==> src/rtl/uart_rx_multi_pkg.sv <==
// Shared types and constants for the uart_rx_multi receiver.
// Holds the FSM state encoding, the latched per-frame configuration payload,
// the prescale/data-length limits and the parity helper.
// Optional feature macro: UART_RX_BREAK_DET_EN adds the BRK_WAIT state.
package uart_rx_multi_pkg;

  localparam int unsigned PRESCALE_MIN = 8;
  localparam int unsigned PRESCALE_MAX = 32;
  localparam int unsigned DATA_LEN_MIN = 5;
  localparam int unsigned CNT_W        = 6;   // bit-period arithmetic width
  localparam int unsigned BIT_CNT_W    = 4;   // start + 9 data + parity + 2 stop fits
  localparam int unsigned LEN_W        = 4;
  localparam int unsigned PAR_W        = 16;  // parity helper input width

  typedef enum logic [2:0] {
    S_IDLE,
    S_START,
    S_DATA,
    S_PARITY,
    S_STOP1,
    S_STOP2,
    S_DONE
`ifdef UART_RX_BREAK_DET_EN
    , S_BRK_WAIT
`endif
  } state_e;

  // Frame configuration captured at the start bit.
  typedef struct packed {
    logic             par_en;
    logic             par_typ;
    logic             stop2;
    logic [LEN_W-1:0] data_len;
    logic [CNT_W-1:0] prescale;
  } rx_cfg_t;

  // Even parity of a zero-extended data word.
  function automatic logic even_parity(input logic [PAR_W-1:0] bits);
    return ^bits;
  endfunction

endpackage

==> src/rtl/uart_rx_sampler.sv <==
// Bit-timing front end of uart_rx_multi.
// Ports: clk/rst_n (sync active-low); rx_in raw line; en runs the counters
// (held at 0 otherwise); prescale = CLK cycles per bit.
// Outputs: rx_s synchronised line; bit_valid_c/bit_val_c majority decision
// at edge P/2+1; bit_wrap_c at edge P-1; bit_cnt = wraps since en rose.
module uart_rx_sampler
  import uart_rx_multi_pkg::*;
(
  input  logic                 clk,
  input  logic                 rst_n,
  input  logic                 rx_in,
  input  logic                 en,
  input  logic [CNT_W-1:0]     prescale,
  output logic                 rx_s,
  output logic                 bit_valid_c,
  output logic                 bit_val_c,
  output logic                 bit_wrap_c,
  output logic [BIT_CNT_W-1:0] bit_cnt
);

  logic                 sync1_q, sync1_d;
  logic                 sync2_q, sync2_d;
  logic [CNT_W-1:0]     edge_cnt_q, edge_cnt_d;
  logic [BIT_CNT_W-1:0] bit_cnt_q, bit_cnt_d;
  logic                 smp0_q, smp0_d;
  logic                 smp1_q, smp1_d;
  logic [CNT_W-1:0]     half, mid_lo, mid_hi, last;

  assign half   = prescale >> 1;
  assign mid_lo = half - CNT_W'(1);
  assign mid_hi = half + CNT_W'(1);
  assign last   = prescale - CNT_W'(1);

  assign rx_s    = sync2_q;
  assign bit_cnt = bit_cnt_q;

  // Counters, sample capture and the majority vote (third sample is live).
  always_comb begin
    sync1_d     = rx_in;
    sync2_d     = sync1_q;
    edge_cnt_d  = edge_cnt_q;
    bit_cnt_d   = bit_cnt_q;
    smp0_d      = smp0_q;
    smp1_d      = smp1_q;
    bit_wrap_c  = en && (edge_cnt_q == last);
    bit_valid_c = en && (edge_cnt_q == mid_hi);
    bit_val_c   = (smp0_q & smp1_q) | (smp0_q & sync2_q) | (smp1_q & sync2_q);
    if (!en) begin
      edge_cnt_d = '0;
      bit_cnt_d  = '0;
    end else begin
      if (edge_cnt_q == mid_lo) smp0_d = sync2_q;
      if (edge_cnt_q == half)   smp1_d = sync2_q;
      if (bit_wrap_c) begin
        edge_cnt_d = '0;
        bit_cnt_d  = bit_cnt_q + BIT_CNT_W'(1);
      end else begin
        edge_cnt_d = edge_cnt_q + CNT_W'(1);
      end
    end
  end

  always_ff @(posedge clk) begin
    if (!rst_n) begin
      sync1_q    <= 1'b1;
      sync2_q    <= 1'b1;
      edge_cnt_q <= '0;
      bit_cnt_q  <= '0;
      smp0_q     <= 1'b0;
      smp1_q     <= 1'b0;
    end else begin
      sync1_q    <= sync1_d;
      sync2_q    <= sync2_d;
      edge_cnt_q <= edge_cnt_d;
      bit_cnt_q  <= bit_cnt_d;
      smp0_q     <= smp0_d;
      smp1_q     <= smp1_d;
    end
  end

endmodule

==> src/rtl/uart_rx_multi.sv <==
// Configurable UART receiver with a valid/ready holding register.
// Ports: CLK, RST (sync active-low), RX_IN serial line; PAR_EN/PAR_TYP/STOP2/
// DATA_LEN/Prescale frame format (latched at start bit); DATA_READY sink
// accept. Outputs (registered): P_DATA/DATA_VALID held word, Parity_Error,
// Stop_Error, Overrun_Error, Break_Det one-cycle pulses.
// Optional feature macro: UART_RX_BREAK_DET_EN (break detect + BRK_WAIT).
module uart_rx_multi
  import uart_rx_multi_pkg::*;
#(
  parameter int unsigned DATA_WIDTH = 8
) (
  input  logic                  CLK,
  input  logic                  RST,
  input  logic                  RX_IN,
  input  logic                  PAR_EN,
  input  logic                  PAR_TYP,
  input  logic                  STOP2,
  input  logic [LEN_W-1:0]      DATA_LEN,
  input  logic [CNT_W-1:0]      Prescale,
  input  logic                  DATA_READY,
  output logic [DATA_WIDTH-1:0] P_DATA,
  output logic                  DATA_VALID,
  output logic                  Parity_Error,
  output logic                  Stop_Error,
  output logic                  Overrun_Error,
  output logic                  Break_Det
);

  state_e                state_q, state_d;
  rx_cfg_t               cfg_q, cfg_d, cfg_c;
  logic [DATA_WIDTH-1:0] shift_q, shift_d;
  logic                  frm_perr_q, frm_perr_d;
  logic                  frm_serr_q, frm_serr_d;
  logic [DATA_WIDTH-1:0] p_data_q, p_data_d;
  logic                  data_valid_q, data_valid_d;
  logic                  par_err_q, par_err_d;
  logic                  stop_err_q, stop_err_d;
  logic                  ovr_err_q, ovr_err_d;
  logic                  rx_s, bit_valid_c, bit_val_c, bit_wrap_c, en_c;
  logic [BIT_CNT_W-1:0]  bit_cnt;
`ifdef UART_RX_BREAK_DET_EN
  logic                  all_zero_q, all_zero_d;
  logic                  brk_q, brk_d;
  logic                  brk_det_q, brk_det_d;
`endif

  assign en_c = (state_q == S_START) || (state_q == S_DATA) || (state_q == S_PARITY) ||
                (state_q == S_STOP1) || (state_q == S_STOP2);

  uart_rx_sampler u_sampler (
    .clk         (CLK),
    .rst_n       (RST),
    .rx_in       (RX_IN),
    .en          (en_c),
    .prescale    (cfg_q.prescale),
    .rx_s        (rx_s),
    .bit_valid_c (bit_valid_c),
    .bit_val_c   (bit_val_c),
    .bit_wrap_c  (bit_wrap_c),
    .bit_cnt     (bit_cnt)
  );

  // Clamp the live configuration into the supported range.
  always_comb begin
    cfg_c.par_en  = PAR_EN;
    cfg_c.par_typ = PAR_TYP;
    cfg_c.stop2   = STOP2;
    if (DATA_LEN < LEN_W'(DATA_LEN_MIN))     cfg_c.data_len = LEN_W'(DATA_LEN_MIN);
    else if (DATA_LEN > LEN_W'(DATA_WIDTH))  cfg_c.data_len = LEN_W'(DATA_WIDTH);
    else                                     cfg_c.data_len = DATA_LEN;
    if (Prescale < CNT_W'(PRESCALE_MIN))     cfg_c.prescale = CNT_W'(PRESCALE_MIN);
    else if (Prescale > CNT_W'(PRESCALE_MAX)) cfg_c.prescale = CNT_W'(PRESCALE_MAX);
    else                                     cfg_c.prescale = {Prescale[CNT_W-1:1], 1'b0};
  end

  // Frame FSM and holding-register control.
  always_comb begin
    state_d      = state_q;
    cfg_d        = cfg_q;
    shift_d      = shift_q;
    frm_perr_d   = frm_perr_q;
    frm_serr_d   = frm_serr_q;
    p_data_d     = p_data_q;
    data_valid_d = data_valid_q && !DATA_READY;
    par_err_d    = 1'b0;
    stop_err_d   = 1'b0;
    ovr_err_d    = 1'b0;
`ifdef UART_RX_BREAK_DET_EN
    all_zero_d   = all_zero_q;
    brk_d        = brk_q;
    brk_det_d    = 1'b0;
`endif
    case (state_q)
      S_IDLE: begin
        if (!rx_s) begin
          cfg_d      = cfg_c;
          shift_d    = '0;
          frm_perr_d = 1'b0;
          frm_serr_d = 1'b0;
`ifdef UART_RX_BREAK_DET_EN
          all_zero_d = 1'b1;
          brk_d      = 1'b0;
`endif
          state_d    = S_START;
        end
      end
      S_START: begin
        if (bit_valid_c && bit_val_c) state_d = S_IDLE;
        else if (bit_wrap_c)          state_d = S_DATA;
      end
      S_DATA: begin
        if (bit_valid_c) begin
          // Data bit i is the (i+1)-th bit period after the start bit.
          for (int unsigned i = 0; i < DATA_WIDTH; i++) begin
            if (bit_cnt == BIT_CNT_W'(i + 1)) shift_d[i] = bit_val_c;
          end
`ifdef UART_RX_BREAK_DET_EN
          if (bit_val_c) all_zero_d = 1'b0;
`endif
        end
        if (bit_wrap_c && (bit_cnt == cfg_q.data_len))
          state_d = cfg_q.par_en ? S_PARITY : S_STOP1;
      end
      S_PARITY: begin
        if (bit_valid_c) begin
          if (bit_val_c != (even_parity(PAR_W'(shift_q)) ^ cfg_q.par_typ)) frm_perr_d = 1'b1;
`ifdef UART_RX_BREAK_DET_EN
          if (bit_val_c) all_zero_d = 1'b0;
`endif
        end
        if (bit_wrap_c) state_d = S_STOP1;
      end
      S_STOP1: begin
        // The final stop bit leaves at its decision edge so a following
        // start bit can be caught inside the rest of the stop period.
        if (bit_valid_c) begin
          if (!bit_val_c) begin
`ifdef UART_RX_BREAK_DET_EN
            if (all_zero_q) brk_d = 1'b1;
            else            frm_serr_d = 1'b1;
`else
            frm_serr_d = 1'b1;
`endif
          end
          if (!cfg_q.stop2) state_d = S_DONE;
`ifdef UART_RX_BREAK_DET_EN
          if (!bit_val_c && all_zero_q) state_d = S_DONE;
`endif
        end else if (bit_wrap_c && cfg_q.stop2) begin
          state_d = S_STOP2;
        end
      end
      S_STOP2: begin
        if (bit_valid_c) begin
          if (!bit_val_c) frm_serr_d = 1'b1;
          state_d = S_DONE;
        end
      end
      S_DONE: begin
        state_d = S_IDLE;
`ifdef UART_RX_BREAK_DET_EN
        if (brk_q) begin
          brk_det_d = 1'b1;
          state_d   = S_BRK_WAIT;
        end else
`endif
        if (frm_perr_q || frm_serr_q) begin
          par_err_d  = frm_perr_q;
          stop_err_d = frm_serr_q;
        end else if (data_valid_q && !DATA_READY) begin
          ovr_err_d = 1'b1;
        end else begin
          p_data_d     = shift_q;
          data_valid_d = 1'b1;
        end
      end
`ifdef UART_RX_BREAK_DET_EN
      S_BRK_WAIT: begin
        if (rx_s) state_d = S_IDLE;
      end
`endif
      default: state_d = S_IDLE;
    endcase
  end

  always_ff @(posedge CLK) begin
    if (!RST) begin
      state_q      <= S_IDLE;
      cfg_q        <= '0;
      shift_q      <= '0;
      frm_perr_q   <= 1'b0;
      frm_serr_q   <= 1'b0;
      p_data_q     <= '0;
      data_valid_q <= 1'b0;
      par_err_q    <= 1'b0;
      stop_err_q   <= 1'b0;
      ovr_err_q    <= 1'b0;
`ifdef UART_RX_BREAK_DET_EN
      all_zero_q   <= 1'b0;
      brk_q        <= 1'b0;
      brk_det_q    <= 1'b0;
`endif
    end else begin
      state_q      <= state_d;
      cfg_q        <= cfg_d;
      shift_q      <= shift_d;
      frm_perr_q   <= frm_perr_d;
      frm_serr_q   <= frm_serr_d;
      p_data_q     <= p_data_d;
      data_valid_q <= data_valid_d;
      par_err_q    <= par_err_d;
      stop_err_q   <= stop_err_d;
      ovr_err_q    <= ovr_err_d;
`ifdef UART_RX_BREAK_DET_EN
      all_zero_q   <= all_zero_d;
      brk_q        <= brk_d;
      brk_det_q    <= brk_det_d;
`endif
    end
  end

  assign P_DATA        = p_data_q;
  assign DATA_VALID    = data_valid_q;
  assign Parity_Error  = par_err_q;
  assign Stop_Error    = stop_err_q;
  assign Overrun_Error = ovr_err_q;
`ifdef UART_RX_BREAK_DET_EN
  assign Break_Det     = brk_det_q;
`else
  assign Break_Det     = 1'b0;
`endif

endmodule

==> config.mk <==
export PLATFORM = sky130hd
export DESIGN_NAME = uart_rx_multi
export DESIGN_NICKNAME = d
export VERILOG_FILES = /design/src/rtl/uart_rx_multi_pkg.sv /design/src/rtl/uart_rx_sampler.sv /design/src/rtl/uart_rx_multi.sv
export SDC_FILE = /design/constraint.sdc
export NUM_CORES = 1
export LEC_CHECK = 0
export BUFFER_PORTS_ARGS = -buffer_cell sky130_fd_sc_hd__buf_2
export CAP_MARGIN = 20
export CORE_MARGIN = 10
export CORE_UTILIZATION = 30
export DETAILED_ROUTE_END_ITERATION = 10
export PLACE_DENSITY = 0.59
export SKIP_CTS_REPAIR_TIMING = 1
export SLEW_MARGIN = 10
export SYNTH_ARGS = -nofsm -noshare
export SYNTH_HDL_FRONTEND = slang
export SYNTH_SLANG_ARGS = --single-unit
==> constraint.sdc <==
create_clock -name CLK -period 2.45 [get_ports CLK]
set_input_delay 0.1225 -clock CLK [delete_from_list [all_inputs] [get_ports CLK]]
set_output_delay 0.1225 -clock CLK [all_outputs]
set_load 0.1 [all_outputs]
==> summary.md, run 1 <==
| Metric | Value |
|---|---|
| Height of the die | `between 100 and 150 um` |
| Reg power frac | `a little over two fifths` |
| Most Used Layer, Global Route | `met2` |
| Seq cells post-synth | `between 50 and 60` |
| Post-CTS clock slew at the launch and capture registers of the worst setup and hold paths | `~0.1 ns` |
| Post-layout net count | `slightly below 400` |
| Top library cells by usage in the layout, fill and taps aside | `dfxtp_1, nand2_1, buf_2` |
| Final HPWL DP | `5020 um` |
| Power Total | `around 2200 uW` |
| Clk network pwr share | `24.3%` |
| Data arrival time at the worst-slack endpoint | `about 2.5 ns` |
| Endpoint type of the worst setup path | `flop` |
| Global routing usage summed across all routing layers | `approximately 9.6%` |
| Number of vias after detailed routing | `2,418` |
| Endpoint of the lowest-slack register-to-register path | `state_q[1]` |
| Number of cells on the worst hold path | `2` |
| Placeable core region | `9330 sq um` |
| VDD IR max | `slightly below 0.0003 V` |
| Run status | `finished clean` |
| Maximum buffer depth of the clock tree | `2` |
| Dominant synthesized flop cell | `dfxtp_1` |
| DR iter-0 viols | `150` |
| Instance count of the mapped netlist | `341` |
| Final routed DRC violation total | `0` |
| Remaining antenna violation count after routing | `0` |
| Clk Latency, worst-skew pair | `0.31 ns` |
| Number of enable flip-flop cells after synthesis | `0` |
| Antenna Diode Count | `0` |
| Most common library cell in the layout ignoring fill and taps | `dfxtp_1` |
| Wire length of the first global-routing pass | `11,700 um` |
| Start of the worst register-to-register path | `cfg_q[5]` |
| Area of the multi-input gates | `about 1800 sq um` |
| Tmin final | `roughly 2.3 ns` |
| Number of max-slew violations in the final report | `0` |
| Dominant cell type by count on the critical path | `o2111ai_1` |
| CP required | `2.64 ns` |
| TritonCTS clock tree | `yes` |
| Final WL | `~6600 um` |
| Max incr delay on CP | `roughly 0.56 ns` |
| Critical Path Fanout Max | `7` |
| Root buffer selected by CTS | `clkbuf_8` |
| Setup violations, final | `0` |
| Yosys synthesis warning count | `0` |
| Number of I/O port buffers | `27` |
| Switching power summed over all nets | `737 uW` |
| Num ports | `30` |
| Placement Rows | `35` |
| Flop2flop setup slack | `between 0.1 and 0.15 ns` |
| Switching share of total power | `34.2%` |
| Headroom to the max-slew limit | `50.3%` |
| Average wire length per cell after detail routing | `between 10 and 15 um` |
| Worst Hold Class | `in -> reg` |
| Final GP Congestion | `around 0.90` |
| Leakage | `0.00134 uW` |
| Remaining Overflow, GRT | `0` |
| Library cells used by synthesis | `56` |
| Die X | `about 120 um` |
| Tightest hold margin | `0.0107 ns` |
| Maximum number of pins on one net before global-route repair | `49` |
| Met1 GRT Util | `between 10% and 20%` |
| Worst R2R Path Depth | `8` |
| GR Layer Usage met3 | `1.43%` |
| Proportion of synthesized chip area in sequential cells | `between 30% and 40%` |
| Final clock skew | `between 0.01 and 0.015 ns` |
| Internal | `around 1400 uW` |
| Crit. Startpoint | `cfg_q[5]` |
| Vias per std cell | `roughly 4.8` |
| Initial Util | `31.0%` |
| Worst Path Class, Setup | `reg -> reg` |
| Transition at the pin with the smallest max-transition slack | `~0.75 ns` |
| Syn avg cell area | `between 8 and 9 sq um` |
| Sinks on the clock net | `51` |
| Layout cell share with drive strength beyond 1 | `between 10% and 20%` |
| Number of buffers added by the clock tree synthesis step | `5` |
| Count of filler cells inserted in the layout | `slightly below 1,000` |
| Initial antenna violation count | `0` |
| Combinational Power Share | `between 30 and 40%` |
| Sequential cell area | `just over 1000 sq um` |
| Worst path slowest cell | `dfxtp_1` |
| Maximum frequency from static timing analysis | `about 430 MHz` |
| Final cycle utilization of the critical path | `a little over nine tenths` |
| Capturing instance or port of the critical path | `state_q[1]` |
| Overall die area | `roughly 14,000 sq um` |
| Cell Pwr Density | `between 600 and 700 nW/um^2` |
| Number of levels in the clock H-tree | `2` |
| Total standard cell area after synthesis | `~2900 sq um` |
| Number of maximum-capacitance constraint violations | `0` |
| Post-synthesis net count | `roughly 370` |
| Category of the worst setup path launch point | `flop` |
| Initial DRT Pass Iterations | `4` |
| Growth of design area from synthesis to finish | `15.2%` |
| Final core utilization | `a little over a third` |
| Fraction of registers with async set/reset | `0%` |
| Ordered cell list for the critical path | `xor2_1, a21boi_0, o2111ai_1, nor3_2, buf_4, and2_1, o2111ai_1, or3b_1` |
| Met2 demand-to-capacity share in global routing | `between 10% and 20%` |
| RSZ-0062 raised after global routing | `false` |
| Post-route non-filler standard cell count | `approximately 500` |
| Final hold violation count | `0` |
| Vias in the first global route | `approximately 2,400` |
| Total negative slack | `0 ns` |
| Number of instances in the placed design | `roughly 500` |
-- power by group through the flow --
stage | Sequential, uW | Clock [uW] | Combinational [uW]
floorplan | 929 | 0 | 486
global placement | 944 | 0 | 688
detailed placement | 946 | 0 | 698
CTS | 927 | 548 | 702
global route | 935 | 574 | 782
finish | 927 | 523 | 706
-- worst max-delay path: cells and delay by family (launching register included) --
kind	cells	cell delay, ns
flip-flops	1	0.56
AND/OR/NAND/NOR	3	0.61
buffers and inverters	1	0.18
AO/OA/AOI/OAI	3	0.63
XOR/XNOR	1	0.23
-- synthesized netlist by cell type, types with 2 or more instances --
master | instances | area (sq um)
a21boi_0 | 10 | 75.1
a21oi_1 | 16 | 80.1
a22o_1 | 8 | 70.1
a22oi_1 | 2 | 15.0
a31oi_1 | 3 | 18.8
and2_1 | 3 | 18.8
and3_1 | 7 | 43.8
and4_1 | 2 | 17.5
buf_2 | 7 | 35.0
buf_4 | 3 | 22.5
clkbuf_1 | 8 | 30.0
dfxtp_1 | 51 | 1020
ha_1 | 7 | 87.6
inv_1 | 8 | 30.0
mux2i_1 | 12 | 120
nand2_1 | 37 | 139
nand2b_1 | 7 | 43.8
nand3_1 | 11 | 55.1
nand4_1 | 4 | 25.0
nor2_1 | 25 | 93.8
nor2b_1 | 22 | 138
nor3_1 | 8 | 40.0
nor4_1 | 3 | 18.8
o2111a_1 | 2 | 22.5
o2111ai_1 | 3 | 26.3
o21ai_0 | 10 | 50.1
or2_2 | 2 | 12.5
xnor2_1 | 21 | 184
xor2_1 | 12 | 105
-- state kept, by name, summed over array words and instances (netlist names), 3 cells and up --
register and cells:
P_DATA 8, cfg_q 12, shift_q 8, state_q 3
u_sampler.bit_cnt 4, u_sampler.edge_cnt_q 6
-- metrics by stage --
stage | instance area [sq um] | setup slack, ns
finish | 3330 | 0.133
global route | 3330 | 0.0326
CTS | 3320 | 0.0658
detailed placement | 3230 | 0.105
global placement | 3230 | 0.116
floorplan | 2890 | 0.161
-- layer usage --
metal	routed length (um)	up-vias
met2	2980	49
met1	3350	1112
met3	184	7
met5	0	-
li1	-	1250
met4	132	0
-- cell families (layout without fill, tap and decap cells) --
logic type,Yosys count,count (layout),share of synthesized area [%]
xor gates and xnor gates,34,34,10.5
AOI/OAI and AO/OA,66,66,16.1
and+or+nand+nor,142,142,26.0
DFF,51,51,35.3
adders and majority gates,8,8,3.37
other,1,1,0.130
muxes,12,12,4.15
buffers and inverters,27,61,4.45
-- layout make-up --
cell class	count	area share, %
multi-input combinational	263	52.6
clock inverter	2	0.413
sequential	51	30.7
clock buffer	6	2.48
tap	129	4.84
inverter	8	0.901
timing repair buffer	45	8.11
-- worst min path at each step --
| stage | start | endpoint |
|---|---|---|
| 3_3_place_gp | RX_IN | u_sampler.sync1_q |
| 6_report | RX_IN | u_sampler.sync1_q |
| 4_1_cts | RX_IN | u_sampler.sync1_q |
| 2_1_floorplan | RX_IN | u_sampler.sync1_q |
| 5_1_grt | RX_IN | u_sampler.sync1_q |
| 3_5_place_dp | RX_IN | u_sampler.sync1_q |
Note: power is estimated with default switching activity, not from simulation.
==> run 2, diff against run 1 <==
==> constraint.sdc (replaced) <==
create_clock -name CLK -period 2.45 [get_ports CLK]
set_input_delay 0.3675 -clock CLK [delete_from_list [all_inputs] [get_ports CLK]]
set_output_delay 0.3675 -clock CLK [all_outputs]
set_load 0.1 [all_outputs]
==> summary.md, run 2 (synthesized netlist as in run 1, its figures left out) <==
| Metric | Value |
|---|---|
| Run status | `finished clean` |
| Cell family with the largest share of critical-path delay | `simple AND/OR/NAND/NOR gates` |
| Post-route non-filler standard cell count | `between 500 and 600` |
| Num ports | `30` |
| Vias per std cell | `roughly 4.8` |
| Global routing usage summed across all routing layers | `9.26%` |
| Top library cells by usage in the layout, fill and taps aside | `dfxtp_1, nand2_1, buf_2` |
| CP required | `~2.7 ns` |
| Initial DRT Pass Iterations | `4` |
| Growth of design area from synthesis to finish | `16.7%` |
| Worst Hold Class | `in -> reg` |
| Initial antenna violation count | `0` |
| VDD IR max | `0.000339 V` |
| Dominant cell type by count on the critical path | `o2111ai_1` |
| Final WL | `6620 um` |
| Number of I/O port buffers | `27` |
| Tmin final | `2.26 ns` |
| Total negative slack | `0 ns` |
| Final HPWL DP | `just over 5000 um` |
| Clk Latency, worst-skew pair | `~0.31 ns` |
| Flip-flop count of the largest register after layout | `12` |
| Critical Path Fanout Max | `7` |
| Post-CTS clock slew at the launch and capture registers of the worst setup and hold paths | `0.10 ns` |
| Root buffer selected by CTS | `clkbuf_8` |
| Data arrival time at the worst-slack endpoint | `about 2.5 ns` |
| Sinks on the clock net | `between 50 and 60` |
| Transition at the pin with the smallest max-transition slack | `0.507 ns` |
| Average wire length per cell after detail routing | `roughly 13 um` |
| Remaining Overflow, GRT | `0` |
| Post-layout net count | `398` |
| Headroom to the max-slew limit | `between 60% and 70%` |
| Sum of buffers and inverters on the critical path | `1` |
| Initial Util | `between 30% and 40%` |
| Number of instances in the placed design | `~500` |
| Worst Min Path Start | `RX_IN` |
| Final clock skew | `between 0.009 and 0.01 ns` |
| Category of the worst setup path launch point | `flop` |
| Final hold violation count | `0` |
| Final cycle utilization of the critical path | `92.1%` |
| Count of filler cells inserted in the layout | `957` |
| Tightest hold margin | `approximately 0.24 ns` |
| Sequential cell area | `between 1000 and 1500 sq um` |
| Area of the multi-input gates | `1750 sq um` |
| Number of levels in the clock H-tree | `2` |
| Number of maximum-capacitance constraint violations | `0` |
| Placed Area | `3230 sq um` |
| Die X | `118 um` |
| Maximum buffer depth of the clock tree | `2` |
| Crit. Startpoint | `cfg_q[1]` |
| Height of the die | `roughly 120 um` |
| RSZ-0062 raised after global routing | `false` |
| Most common library cell in the layout ignoring fill and taps | `dfxtp_1` |
| Number of max-slew violations in the final report | `0` |
| Overall die area | `14,000 sq um` |
| Remaining antenna violation count after routing | `0` |
| Setup violations, final | `0` |
| Power Total | `approximately 2300 uW` |
| Worst path slowest cell | `dfxtp_2` |
| Number of vias after detailed routing | `~2,400` |
| DR iter-0 viols | `around 120` |
| Layout cell share with drive strength beyond 1 | `18.4%` |
| Endpoint type of the worst setup path | `flop` |
| Leakage | `0.00136 uW` |
| Final routed DRC violation total | `0` |
| TritonCTS clock tree | `yes` |
| Maximum frequency from static timing analysis | `around 440 MHz` |
| Maximum number of pins on one net before global-route repair | `34` |
| Placement Rows | `35` |
| Cell Pwr Density | `between 600 and 700 nW/um^2` |
| Worst Path Class, Setup | `reg -> reg` |
| Wire length of the first global-routing pass | `~11,000 um` |
| Antenna Diode Count | `0` |
| Flop2flop setup slack | `0.19 ns` |
| Placeable core region | `9330 sq um` |
| Number of buffers added by the clock tree synthesis step | `5` |
| Vias in the first global route | `2,410` |
| Final GP Congestion | `~0.88` |
| Design area | `approximately 3400 sq um` |
| Ordered cell list for the critical path | `ha_1, nand2b_1, and3_1, o2111ai_1, nor3_2, buf_4, and2_1, o2111ai_1, or3b_1` |
| Biggest register | `cfg_q` |
| Start of the worst register-to-register path | `cfg_q[1]` |
| Max incr delay on CP | `0.36 ns` |
## run 2: changes by cell type in the layout (fill, tap and decap cells not counted), sizes merged
cell | before | now
clkbuf | 6 | 5
clkinv | 1 | 0
bufinv | 0 | 2
## run 2: where the power goes
part	internal, uW	switching, uW
Clock	415	305
Combinational	286	378
Sequential	878	55.2
Total	1580	739
## run 2: worst paths after layout
path / to / cells after the start
min: u_sampler.sync1_q / 2
min reg2reg: u_sampler.rx_s / 1
max reg2reg: state_q[1] / 9
max: state_q[1] / 9
## run 2: area by class of cell
class | instances | share of cell area (%)
flip-flops and latches | 51 | 30.3
multi-input cells | 263 | 51.9
clock buffers | 5 | 2.04
clock inverters | 3 | 2.11
repair buffers | 45 | 8.00
inverters | 8 | 0.889
well taps | 129 | 4.78
## run 2: worst register-to-register path: stages (launching register included)
cell       delay, ns
dfxtp_2         0.36
ha_1            0.24
nand2b_1        0.17
and3_1          0.20
o2111ai_1       0.27
nor3_2          0.10
buf_4           0.18
and2_1          0.15
o2111ai_1       0.15
or3b_1          0.35
## run 2: metal layers
metal	vias up	wire, um	global-route usage [%]
li1	1250	-	-
met1	1107	3280	12.2
met2	49	2940	15.1
met3	4	318	1.48
met4	0	78	2.94
met5	-	0	0
## run 2: per-stage QoR
stage	util (%)	worst slack, ns
after floorplan	-	0.161
after global placement	34.6	0.116
after detailed placement	34.6	0.0801
after CTS	36.1	0.0612
after global routing	36.2	0.0261
final	36.2	0.193
==> run 3, diff against run 2 <==
ABC_AREA = 1   (was default)
==> summary.md, run 3 <==
| Metric | Value |
|---|---|
| Data arrival time at the worst-slack endpoint | `around 2.4 ns` |
| Wire length of the first global-routing pass | `12,000 um` |
| Dominant synthesized flop cell | `dfxtp_1` |
| CP required | `roughly 2.7 ns` |
| Synth area leaders | `dfxtp_1, nand2_1, nor2_1, nand3_1, inv_1` |
| Worst Hold Class | `in -> reg` |
| Height of the die | `around 120 um` |
| Die X | `119 um` |
| Number of enable flip-flop cells after synthesis | `0` |
| Category of the worst setup path launch point | `flop` |
| Post-place setup slack | `between 0.3 and 0.4 ns` |
| Most common library cell in the layout ignoring fill and taps | `nand2_1` |
| Number of vias after detailed routing | `2,753` |
| Number of buffers added by the clock tree synthesis step | `5` |
| Average wire length per cell after detail routing | `roughly 12 um` |
| Design area | `about 3400 sq um` |
| Flip-flop count of the largest register after layout | `12` |
| Biggest register | `cfg_q` |
| Transition at the pin with the smallest max-transition slack | `around 0.51 ns` |
| Final WL | `7090 um` |
| Synth area leader | `dfxtp_1` |
| Vias per std cell | `about 4.6` |
| Library cells used by synthesis | `33` |
| RSZ-0062 raised after global routing | `false` |
| Maximum number of pins on one net before global-route repair | `25` |
| Layout cell share with drive strength beyond 1 | `between 10% and 20%` |
| Run status | `finished clean` |
| Remaining antenna violation count after routing | `0` |
| Number of max-slew violations in the final report | `0` |
| Count of filler cells inserted in the layout | `between 1,000 and 1,500` |
| Initial antenna violation count | `0` |
| Number of levels in the clock H-tree | `2` |
| Endpoint type of the worst setup path | `flop` |
| VDD IR max | `approximately 0.00026 V` |
| Maximum frequency from static timing analysis | `between 400 and 500 MHz` |
| Sequential cell area | `just over 1000 sq um` |
| Num ports | `30` |
| Initial Util | `30.5%` |
| Headroom to the max-slew limit | `65.8%` |
| Final GP Congestion | `~0.9` |
| Initial DRT Pass Iterations | `4` |
| Post-layout net count | `494` |
| Number of I/O port buffers | `28` |
| Instance count of the mapped netlist | `around 440` |
| Worst Path Class, Setup | `reg -> reg` |
| Cell Pwr Density | `880 nW/um^2` |
| Root buffer selected by CTS | `clkbuf_8` |
| Syn avg cell area | `roughly 6.8 sq um` |
| Sinks on the clock net | `just over 50` |
| Vias in the first global route | `roughly 2,600` |
| Clk Latency, worst-skew pair | `0.32 ns` |
| Fraction of registers with async set/reset | `0%` |
| Tightest hold margin | `0.228 ns` |
| Overall die area | `~14,000 sq um` |
| Portion of synthesized cell area occupied by the leading cell type | `between 30% and 40%` |
| Post-CTS clock slew at the launch and capture registers of the worst setup and hold paths | `0.09 ns` |
| Total standard cell area after synthesis | `about 3000 sq um` |
| Placeable core region | `between 9000 and 10,000 sq um` |
| Post-synthesis net count | `between 400 and 500` |
| Critical Path Fanout Max | `7` |
| Setup violations, final | `0` |
| Global routing usage summed across all routing layers | `approximately a tenth` |
| Leakage | `0.00144 uW` |
| Number of maximum-capacitance constraint violations | `0` |
| Final clock skew | `~0.0085 ns` |
| Seq cells post-synth | `51` |
| Maximum buffer depth of the clock tree | `2` |
| Placement Rows | `36` |
| Proportion of synthesized chip area in sequential cells | `between 30 and 40%` |
| Top library cells by usage in the layout, fill and taps aside | `nand2_1, nor2_1, dfxtp_1` |
| TritonCTS clock tree | `yes` |
| Growth of design area from synthesis to finish | `13.7%` |
| Final cycle utilization of the critical path | `~87%` |
| Power Total | `around 3000 uW` |
| Yosys synthesis warning count | `0` |
| Total negative slack | `0 ns` |
| Tmin final | `about 2.1 ns` |
| Placed Area | `3260 sq um` |
| Most instantiated library cell after synthesis | `nand2_1` |
| Final HPWL DP | `around 5700 um` |
| Final hold violation count | `0` |
| Final routed DRC violation total | `0` |
| DR iter-0 viols | `about 170` |
| Remaining Overflow, GRT | `0` |
| Top post-synthesis cells by count | `nand2_1, nor2_1, dfxtp_1` |
| Antenna Diode Count | `0` |
| Area of the multi-input gates | `between 1500 and 2000 sq um` |
| Final setup slack of the worst path | `around 0.32 ns` |
[run 3: cell count changes in the layout (fill, tap and decap cells not counted), sizes merged, moves of 13 or more]
cell	delta
nand2	+75
inv	+47
nor2	+42
nand3	+28
nor2b	-22
buf	-13
o21ai	+13
[run 3: kinds of logic after synthesis]
logic type | Yosys count | synth area share, %
flops | 51 | 34.4
other cells | 1 | 0.126
xor+xnor | 19 | 5.60
buf+inv | 64 | 8.51
compound gates | 61 | 11.4
simple gates | 236 | 37.0
fa+ha+maj | 7 | 2.95
[run 3: critical path, cell delays in order (launching register included)]
cell and delay [ns]:
dfxtp_1 0.44, inv_2 0.11, ha_1 0.34, inv_1 0.08, nand2_1 0.06, nand2_1 0.08, nor2_2 0.10, nand3_2 0.12
nor2_8 0.12, nand2_4 0.08, a21oi_2 0.14, nand2_2 0.07, nor2_4 0.12, nand3_1 0.09, nand2_1 0.06, nor2_1 0.04
[run 3: final cells by class]
cell class	instances	area share (%)
clock buffer	5	2.04
clock inverter	3	1.30
inverter	56	6.23
multi-input combinational	324	50.2
sequential	51	30.2
tap	133	4.93
timing repair buffer	32	5.04
[run 3: final timing paths]
path                     start                 to  slack, ns  cells past startpoint
max                   cfg_q[1]         state_q[1]       0.32                     15
min                      RX_IN  u_sampler.sync1_q       0.23                      2
max reg2reg           cfg_q[1]         state_q[1]       0.32                     15
min reg2reg  u_sampler.sync1_q     u_sampler.rx_s       0.42                      1
[run 3: per-stage QoR]
step	cells	utilization [%]
finish	604	34.7
global route	604	34.7
CTS	604	34.7
detailed placement	596	33.5
global placement	596	33.5
floorplan	439	-
[run 3: power by group]
part / switching (uW) / total [uW] / leakage [uW] / internal (uW)
registers: 88.8 / 994 / 0.000413 / 906
logic: 950 / 1380 / 0.000968 / 427
clock network: 295 / 600 / 0.0000581 / 304
total: 1330 / 2970 / 0.00144 / 1640
[run 3: metal layers]
| layer | vias up | global-route usage [%] | part of all wire (%) | wire length [um] |
|---|---|---|---|---|
| met4 | 0 | 4.37 | 2.0 | 145 |
| met1 | 1226 | 13.1 | 49 | 3480 |
| li1 | 1466 | - | - | - |
| met3 | 9 | 2.41 | 5.1 | 359 |
| met2 | 52 | 15.5 | 44 | 3100 |
| met5 | - | 0 | 0 | 0 |
